==> config.mk <==
export PLATFORM = sky130hd
export DESIGN_NAME = td4x_core
export DESIGN_NICKNAME = d
export VERILOG_FILES = /design/src/rtl/td4x_core.sv
export SDC_FILE = /design/constraint.sdc
export NUM_CORES = 1
export LEC_CHECK = 0
export BUFFER_PORTS_ARGS = -buffer_cell sky130_fd_sc_hd__clkbuf_2
export CAP_MARGIN = 20
export CORE_MARGIN = 1
export CORE_UTILIZATION = 49
export DETAILED_ROUTE_END_ITERATION = 8
export PLACE_DENSITY = 0.71
export SYNTH_ARGS = -nofsm -noshare
export SYNTH_HDL_FRONTEND = slang
export SYNTH_SLANG_ARGS = --single-unit
==> constraint.sdc <==
create_clock -name clk -period 2.1 [get_ports clk]
set_clock_uncertainty 0.2 [all_clocks]
set_input_delay 0 -clock clk [delete_from_list [all_inputs] [get_ports clk]]
set_output_delay 0 -clock clk [all_outputs]
set_load 0.05 [all_outputs]
==> src/rtl/td4x_core.sv <==
// td4x_core: parametrised two-register teaching CPU (A/B/CF/IP/OUT).
// Optional hardware call/return stack is enabled by defining TD4X_STACK_EN.
//
// Parameters:
//   W           data width of A, B, OUT, switch and immediate (W >= AW)
//   AW          program address width; IP wraps modulo 2^AW
//   STACK_DEPTH return-address entries (only used with TD4X_STACK_EN)
// Ports:
//   clk         clock, rising edge
//   n_reset     synchronous active-low reset
//   instr       instruction at addr (combinational ROM read)
//   instr_valid instr is valid this cycle; low stalls the core
//   switch      input port for IN A / IN B
//   addr        program address (IP register)
//   led         OUT register
//   halted      core is in HALT state
//   stack_err   sticky stack overflow/underflow flag
module td4x_core #(
  parameter int unsigned W           = 4,
  parameter int unsigned AW          = 4,
  parameter int unsigned STACK_DEPTH = 4
) (
  input  logic           clk,
  input  logic           n_reset,
  input  logic [4+W-1:0] instr,
  input  logic           instr_valid,
  input  logic [W-1:0]   switch,
  output logic [AW-1:0]  addr,
  output logic [W-1:0]   led,
  output logic           halted,
  output logic           stack_err
);

  localparam int unsigned IW = 4 + W;

  localparam logic [3:0] OP_ADD_A  = 4'b0000;
  localparam logic [3:0] OP_MOV_AB = 4'b0001;
  localparam logic [3:0] OP_IN_A   = 4'b0010;
  localparam logic [3:0] OP_MOV_A  = 4'b0011;
  localparam logic [3:0] OP_MOV_BA = 4'b0100;
  localparam logic [3:0] OP_ADD_B  = 4'b0101;
  localparam logic [3:0] OP_IN_B   = 4'b0110;
  localparam logic [3:0] OP_MOV_B  = 4'b0111;
  localparam logic [3:0] OP_CALL   = 4'b1000;
  localparam logic [3:0] OP_OUT_B  = 4'b1001;
  localparam logic [3:0] OP_RET    = 4'b1010;
  localparam logic [3:0] OP_OUT_I  = 4'b1011;
  localparam logic [3:0] OP_JC     = 4'b1100;
  localparam logic [3:0] OP_HALT   = 4'b1101;
  localparam logic [3:0] OP_JNC    = 4'b1110;
  localparam logic [3:0] OP_JMP    = 4'b1111;

  typedef enum logic {S_RUN, S_HALT} state_t;

  state_t        state;
  logic [W-1:0]  a_q;
  logic [W-1:0]  b_q;
  logic [W-1:0]  out_q;
  logic          cf_q;
  logic [AW-1:0] ip_q;

  // Instruction decode
  logic [3:0]    op;
  logic [W-1:0]  imm;
  logic [AW-1:0] target;
  logic [AW-1:0] ip_inc;
  logic [W:0]    sum_a;
  logic [W:0]    sum_b;
  logic          exec;

  assign op     = instr[IW-1:IW-4];
  assign imm    = instr[W-1:0];
  assign target = imm[AW-1:0];
  assign ip_inc = ip_q + AW'(1);
  assign sum_a  = {1'b0, a_q} + {1'b0, imm};
  assign sum_b  = {1'b0, b_q} + {1'b0, imm};
  assign exec   = (state == S_RUN) && instr_valid;

  assign addr   = ip_q;
  assign led    = out_q;
  assign halted = (state == S_HALT);

`ifdef TD4X_STACK_EN
  localparam int unsigned SPW  = $clog2(STACK_DEPTH + 1);
  localparam int unsigned IDXW = (STACK_DEPTH > 1) ? $clog2(STACK_DEPTH) : 1;

  logic [SPW-1:0]  sp_q;
  logic            err_q;
  logic [AW-1:0]   stack_mem [STACK_DEPTH];
  logic            can_push;
  logic            can_pop;
  logic [IDXW-1:0] push_idx;
  logic [IDXW-1:0] pop_idx;

  assign can_push  = sp_q < SPW'(STACK_DEPTH);
  assign can_pop   = sp_q != '0;
  assign push_idx  = IDXW'(sp_q);
  assign pop_idx   = IDXW'(sp_q - SPW'(1));
  assign stack_err = err_q;

  // Return-address storage; contents are meaningless until pushed, so no reset.
  always_ff @(posedge clk) begin
    if (n_reset && exec && (op == OP_CALL) && can_push) begin
      stack_mem[push_idx] <= ip_inc;
    end
  end
`else
  assign stack_err = 1'b0;
`endif

  // Core state machine and datapath
  always_ff @(posedge clk) begin
    if (!n_reset) begin
      state <= S_RUN;
      a_q   <= '0;
      b_q   <= '0;
      out_q <= '0;
      cf_q  <= 1'b0;
      ip_q  <= '0;
`ifdef TD4X_STACK_EN
      sp_q  <= '0;
      err_q <= 1'b0;
`endif
    end else if (exec) begin
      ip_q <= ip_inc;
      cf_q <= 1'b0;
      case (op)
        OP_ADD_A:  {cf_q, a_q} <= sum_a;
        OP_ADD_B:  {cf_q, b_q} <= sum_b;
        OP_MOV_A:  a_q   <= imm;
        OP_MOV_B:  b_q   <= imm;
        OP_MOV_AB: a_q   <= b_q;
        OP_MOV_BA: b_q   <= a_q;
        OP_IN_A:   a_q   <= switch;
        OP_IN_B:   b_q   <= switch;
        OP_OUT_B:  out_q <= b_q;
        OP_OUT_I:  out_q <= imm;
        OP_JMP:    ip_q  <= target;
        OP_JNC:    if (!cf_q) ip_q <= target;
        OP_JC:     if (cf_q) ip_q <= target;
        OP_HALT: begin
          state <= S_HALT;
          ip_q  <= ip_q;
        end
`ifdef TD4X_STACK_EN
        OP_CALL: begin
          if (can_push) begin
            sp_q <= sp_q + SPW'(1);
            ip_q <= target;
          end else begin
            err_q <= 1'b1;
          end
        end
        OP_RET: begin
          if (can_pop) begin
            sp_q <= sp_q - SPW'(1);
            ip_q <= stack_mem[pop_idx];
          end else begin
            err_q <= 1'b1;
          end
        end
`endif
        default: ;
      endcase
    end
  end

endmodule

==> summary by stage <==
Status
The flow ran to the end, and the final reports show no timing, DRC or antenna violations.

Critical path
The worst setup path is captured at a flip-flop. For the worst setup path, the data required time is 2.11 ns. The critical path data arrival time is 2.03 ns.

For this design, the slowest cell found on the critical path is sky130_fd_sc_hd__mux4_2. The worst register-to-register path begins at b_q[0]$_SDFFE_PN0P_. The type of the worst setup path is flip-flop to flip-flop.

The kind of start point of the critical path is a flip-flop. In this run the critical register-to-register path is captured at b_q[2]$_SDFFE_PN0P_. Walking the worst path, the cells encountered are ha_1, fa_2, xor2_1, mux4_2, mux2i_1, nor2b_1. The delay contributed by the slowest stage of the critical path is 0.45 ns. The number of cell instances on the worst register-to-register path is 6. The highest fanout seen on the critical path is 3. The setup check on the worst reg-to-reg path leaves a slack of 0.08 ns.

Placed design
In this run the tool buffered the top-level ports with 23 buffer cells. The HPWL after detailed placement is 2.20 mm. The total placed cells including tap cells is 187.

After detailed placement, the total cell area comes to 1440 µm². At the end of routability-driven placement, the weighted congestion stood at 0.869.

STA
In the final timing run, aggregate negative setup slack is 0 ns. The count of final hold-check violations is 0. The final worst-path cycle share is 96.3%.

Setup repair after global routing left no endpoint under its margin. The tightest slew margin relative to the limit is 59.5%. The final max-slew violation count came to 0. Static timing analysis puts the maximum clock frequency at 0.494 GHz. The number of failing setup endpoints in the final timing report is 0. The clock period minus worst slack is 2.02 ns. At the pin with the least slew margin, the transition time is 0.603 ns.

Logic synthesis
In this run, distinct cell masters in the synthesized netlist total 39. By count the netlist is led by sky130_fd_sc_hd__dfxtp_1 (18), sky130_fd_sc_hd__mux2i_1 (13), sky130_fd_sc_hd__nor2b_1 (12), sky130_fd_sc_hd__nand2_1 (10). The synthesized design contains 0 enable-type register cells.

The fraction of synthesis flops using an asynchronous set or reset pin is 0%. The dominant cell by count in the synthesized netlist is sky130_fd_sc_hd__dfxtp_1. The mapped netlist covers 1340 µm². Synthesis inferred 18 register bits.

Summed over its instances, the top area cell type makes up 26.9% of the synthesized netlist area. The gate count after technology mapping is 143. Yosys attributes the largest share of cell area to sky130_fd_sc_hd__dfxtp_1 (27%), sky130_fd_sc_hd__mux2i_1 (9.7%), sky130_fd_sc_hd__ha_1 (8.4%). For this run, the number of Yosys warnings is 0. The leading register cell type out of synthesis is sky130_fd_sc_hd__dfxtp_1. In this run the mean area of a mapped cell was 9.38 µm². The sequential cell area fraction in the yosys report is 26.9%. The number of nets handed over by synthesis was 169. Of all cell types, the one taking the most synthesized area is sky130_fd_sc_hd__dfxtp_1.

Detailed routing
The detailed-routing iteration count for the pre-antenna-repair pass is 4. In this run the remaining antenna-violating nets after routing total 0. The total detailed-routing wirelength is 3.22 mm. The ratio of routed vias to standard cells is 5.84.

In the final routed layout, each cell accounts on average for 15.8 µm. The detailed-route DRC error count is 0. The via count is 1192. The initial DRC count is 26.

Finish
The layout net count is 201. The layout overhead on the synthesized area is 20.1%. The finished layout holds 204 standard cells, fillers aside.

The summed area of non-filler cells in the final layout is 1610 µm². The layout cell share with drive strength beyond 1 is 23.0%. The number of antenna diodes is 0.

Clocking
The number of H-tree levels is 1. For this design, the sink count on the clock tree is 18. The CTS clock-pin slew for the worst setup and hold paths is 0.11 ns.

TritonCTS built the clock tree. At the later pin of the worst-skew pair, clock insertion delay measures 0.30 ns. The tree is rooted in a sky130_fd_sc_hd__clkbuf_4. Once the clock tree was built, the setup fixing pass inserted 0 buffers. Buffers inserted during clock tree synthesis total 3. The maximum count of clock buffers along a single path is 2.

Min path
The path class of the tightest hold or removal check is input pin to flip-flop. In this run the most critical hold path is launched from switch[2]. The worst hold path passes through 4 cells. For hold timing, the worst endpoint is b_q[2]$_SDFFE_PN0P_.

Global routing
The via count of the first global-routing pass is 1102. Entering global routing, the biggest net connects 22 pins. The first global-routing pass estimated 4.97 mm of wire. Global routing finished with a remaining overflow of 0.

The overall routing resource usage is 24.1%. The initial antenna violation count is 0.

Floorplan
The initial standard-cell utilization of the core is 53.2%. The boundary pin count is 25. The floorplan step defined a die boundary enclosing 2950 µm².

The number of rows created at floorplan is 18. The vertical extent of the die is 54.3 µm. The area of the core is 2520 µm². The die outline width is 54.3 µm.

Power
For this design the ratio of total power to cell area is 511 nW/µm². The analysis attributes to cell leakage a power of 0.726 nW. The worst-case IR drop observed on VDD is 0.370 mV.

Flow run
Max-cap violations in this run came to 0.
state kept, by name, indices dropped and copies added, names as in the netlist:
name	count
halted	1
cf_q	1
led	4
a_q	4
addr	4
b_q	4
layout make-up:
cell class / instances / area (µm²)
inverters: 6 / 22.5
multi-input cells: 108 / 895
fillers: 216 / 911
clock buffers: 4 / 36.3
repair buffers: 38 / 260
flip-flops and latches: 18 / 360
well taps: 30 / 37.5
cells in the final DEF, fill, tap and decap left out, types with 2 or more instances in the layout:
master / netlist / layout
sky130_fd_sc_hd__a21o_1: 2 / 2
sky130_fd_sc_hd__a21oi_1: 9 / 9
sky130_fd_sc_hd__a32o_1: 2 / 2
sky130_fd_sc_hd__and3_1: 2 / 2
sky130_fd_sc_hd__buf_4: 2 / 2
sky130_fd_sc_hd__clkbuf_2: 0 / 23
sky130_fd_sc_hd__clkbuf_4: 0 / 3
sky130_fd_sc_hd__dfxtp_1: 18 / 18
sky130_fd_sc_hd__dlygate4sd3_1: 0 / 13
sky130_fd_sc_hd__ha_1: 9 / 9
sky130_fd_sc_hd__inv_1: 6 / 6
sky130_fd_sc_hd__mux2_2: 2 / 2
sky130_fd_sc_hd__mux2i_1: 13 / 13
sky130_fd_sc_hd__mux4_2: 3 / 3
sky130_fd_sc_hd__nand2_1: 10 / 10
sky130_fd_sc_hd__nand3_1: 2 / 2
sky130_fd_sc_hd__nor2_1: 3 / 3
sky130_fd_sc_hd__nor2b_1: 12 / 12
sky130_fd_sc_hd__nor3_1: 3 / 3
sky130_fd_sc_hd__nor3_2: 2 / 2
sky130_fd_sc_hd__nor3b_1: 2 / 2
sky130_fd_sc_hd__o211a_1: 4 / 4
sky130_fd_sc_hd__o211ai_1: 3 / 3
sky130_fd_sc_hd__o21a_1: 3 / 3
sky130_fd_sc_hd__o21ai_0: 4 / 4
sky130_fd_sc_hd__xnor2_1: 4 / 4
cell families (layout without fill, tap and decap cells):
logic type	Yosys count	after routing	synth area share, %
compound gates	33	33	17.8
xor+xnor	5	5	3.26
fa+ha+maj	11	11	11.4
buf+inv	17	48	6.62
flops	18	18	26.9
mux	18	18	16.4
other cells	1	1	0.280
simple gates	40	40	17.4
layer usage:
metal | vias up | global-route usage (%) | part of all wire [%]
met5 | - | 0 | 0
met4 | 0 | 14.1 | 2.9
met2 | 41 | 39.2 | 49
met1 | 563 | 29.8 | 43
met3 | 10 | 3.89 | 5.2
li1 | 578 | - | -
per-stage QoR:
step	setup slack, ns	total power [W]	hold slack [ns]	utilization [%]
2_1_floorplan	0.140	0.000534	-0.0000309	-
3_3_place_gp	0.112	0.000574	0.129	57.2
3_5_place_dp	0.0297	0.000582	0.138	57.2
4_1_cts	0.0162	0.000827	0.0155	63.8
5_1_grt	0.0190	0.000859	0.0401	63.9
6_report	0.0768	0.000824	0.0249	63.9
timing repair:
item	CTS	global route
endpoints found under the setup margin	0	1
resized for setup	0	1
hold buffers	13	0
endpoints found under the hold margin	14	0
critical path: cells and delay by family (launching register included):
kind,cells,cell delay [ns]
fa+ha+maj,2,0.57
mux,2,0.60
xor+xnor,1,0.15
flops,1,0.34
simple gates,1,0.06
worst max-delay path by stage:
stage                        start             endpoint  slack [ns]  depth (start not counted)
6_report       b_q[0]$_SDFFE_PN0P_  b_q[2]$_SDFFE_PN0P_        0.08                          6
4_1_cts        b_q[0]$_SDFFE_PN0P_  b_q[2]$_SDFFE_PN0P_        0.02                          6
3_3_place_gp   b_q[0]$_SDFFE_PN0P_  b_q[2]$_SDFFE_PN0P_        0.11                          6
3_5_place_dp   b_q[0]$_SDFFE_PN0P_  b_q[2]$_SDFFE_PN0P_        0.03                          6
2_1_floorplan  b_q[0]$_SDFFE_PN0P_  b_q[2]$_SDFFE_PN0P_        0.14                          6
5_1_grt        a_q[0]$_SDFFE_PN0P_    cf_q$_SDFFE_PN0P_        0.02                          7
power by group:
part | internal [W] | leakage [nW] | switching (W)
Clock | 0.000106 | 0.0210 | 0.000121
Sequential | 0.000355 | 0.146 | 0.0000129
Combinational | 0.0000999 | 0.559 | 0.000129
No activity file was read; power rests on OpenSTA's default activity.
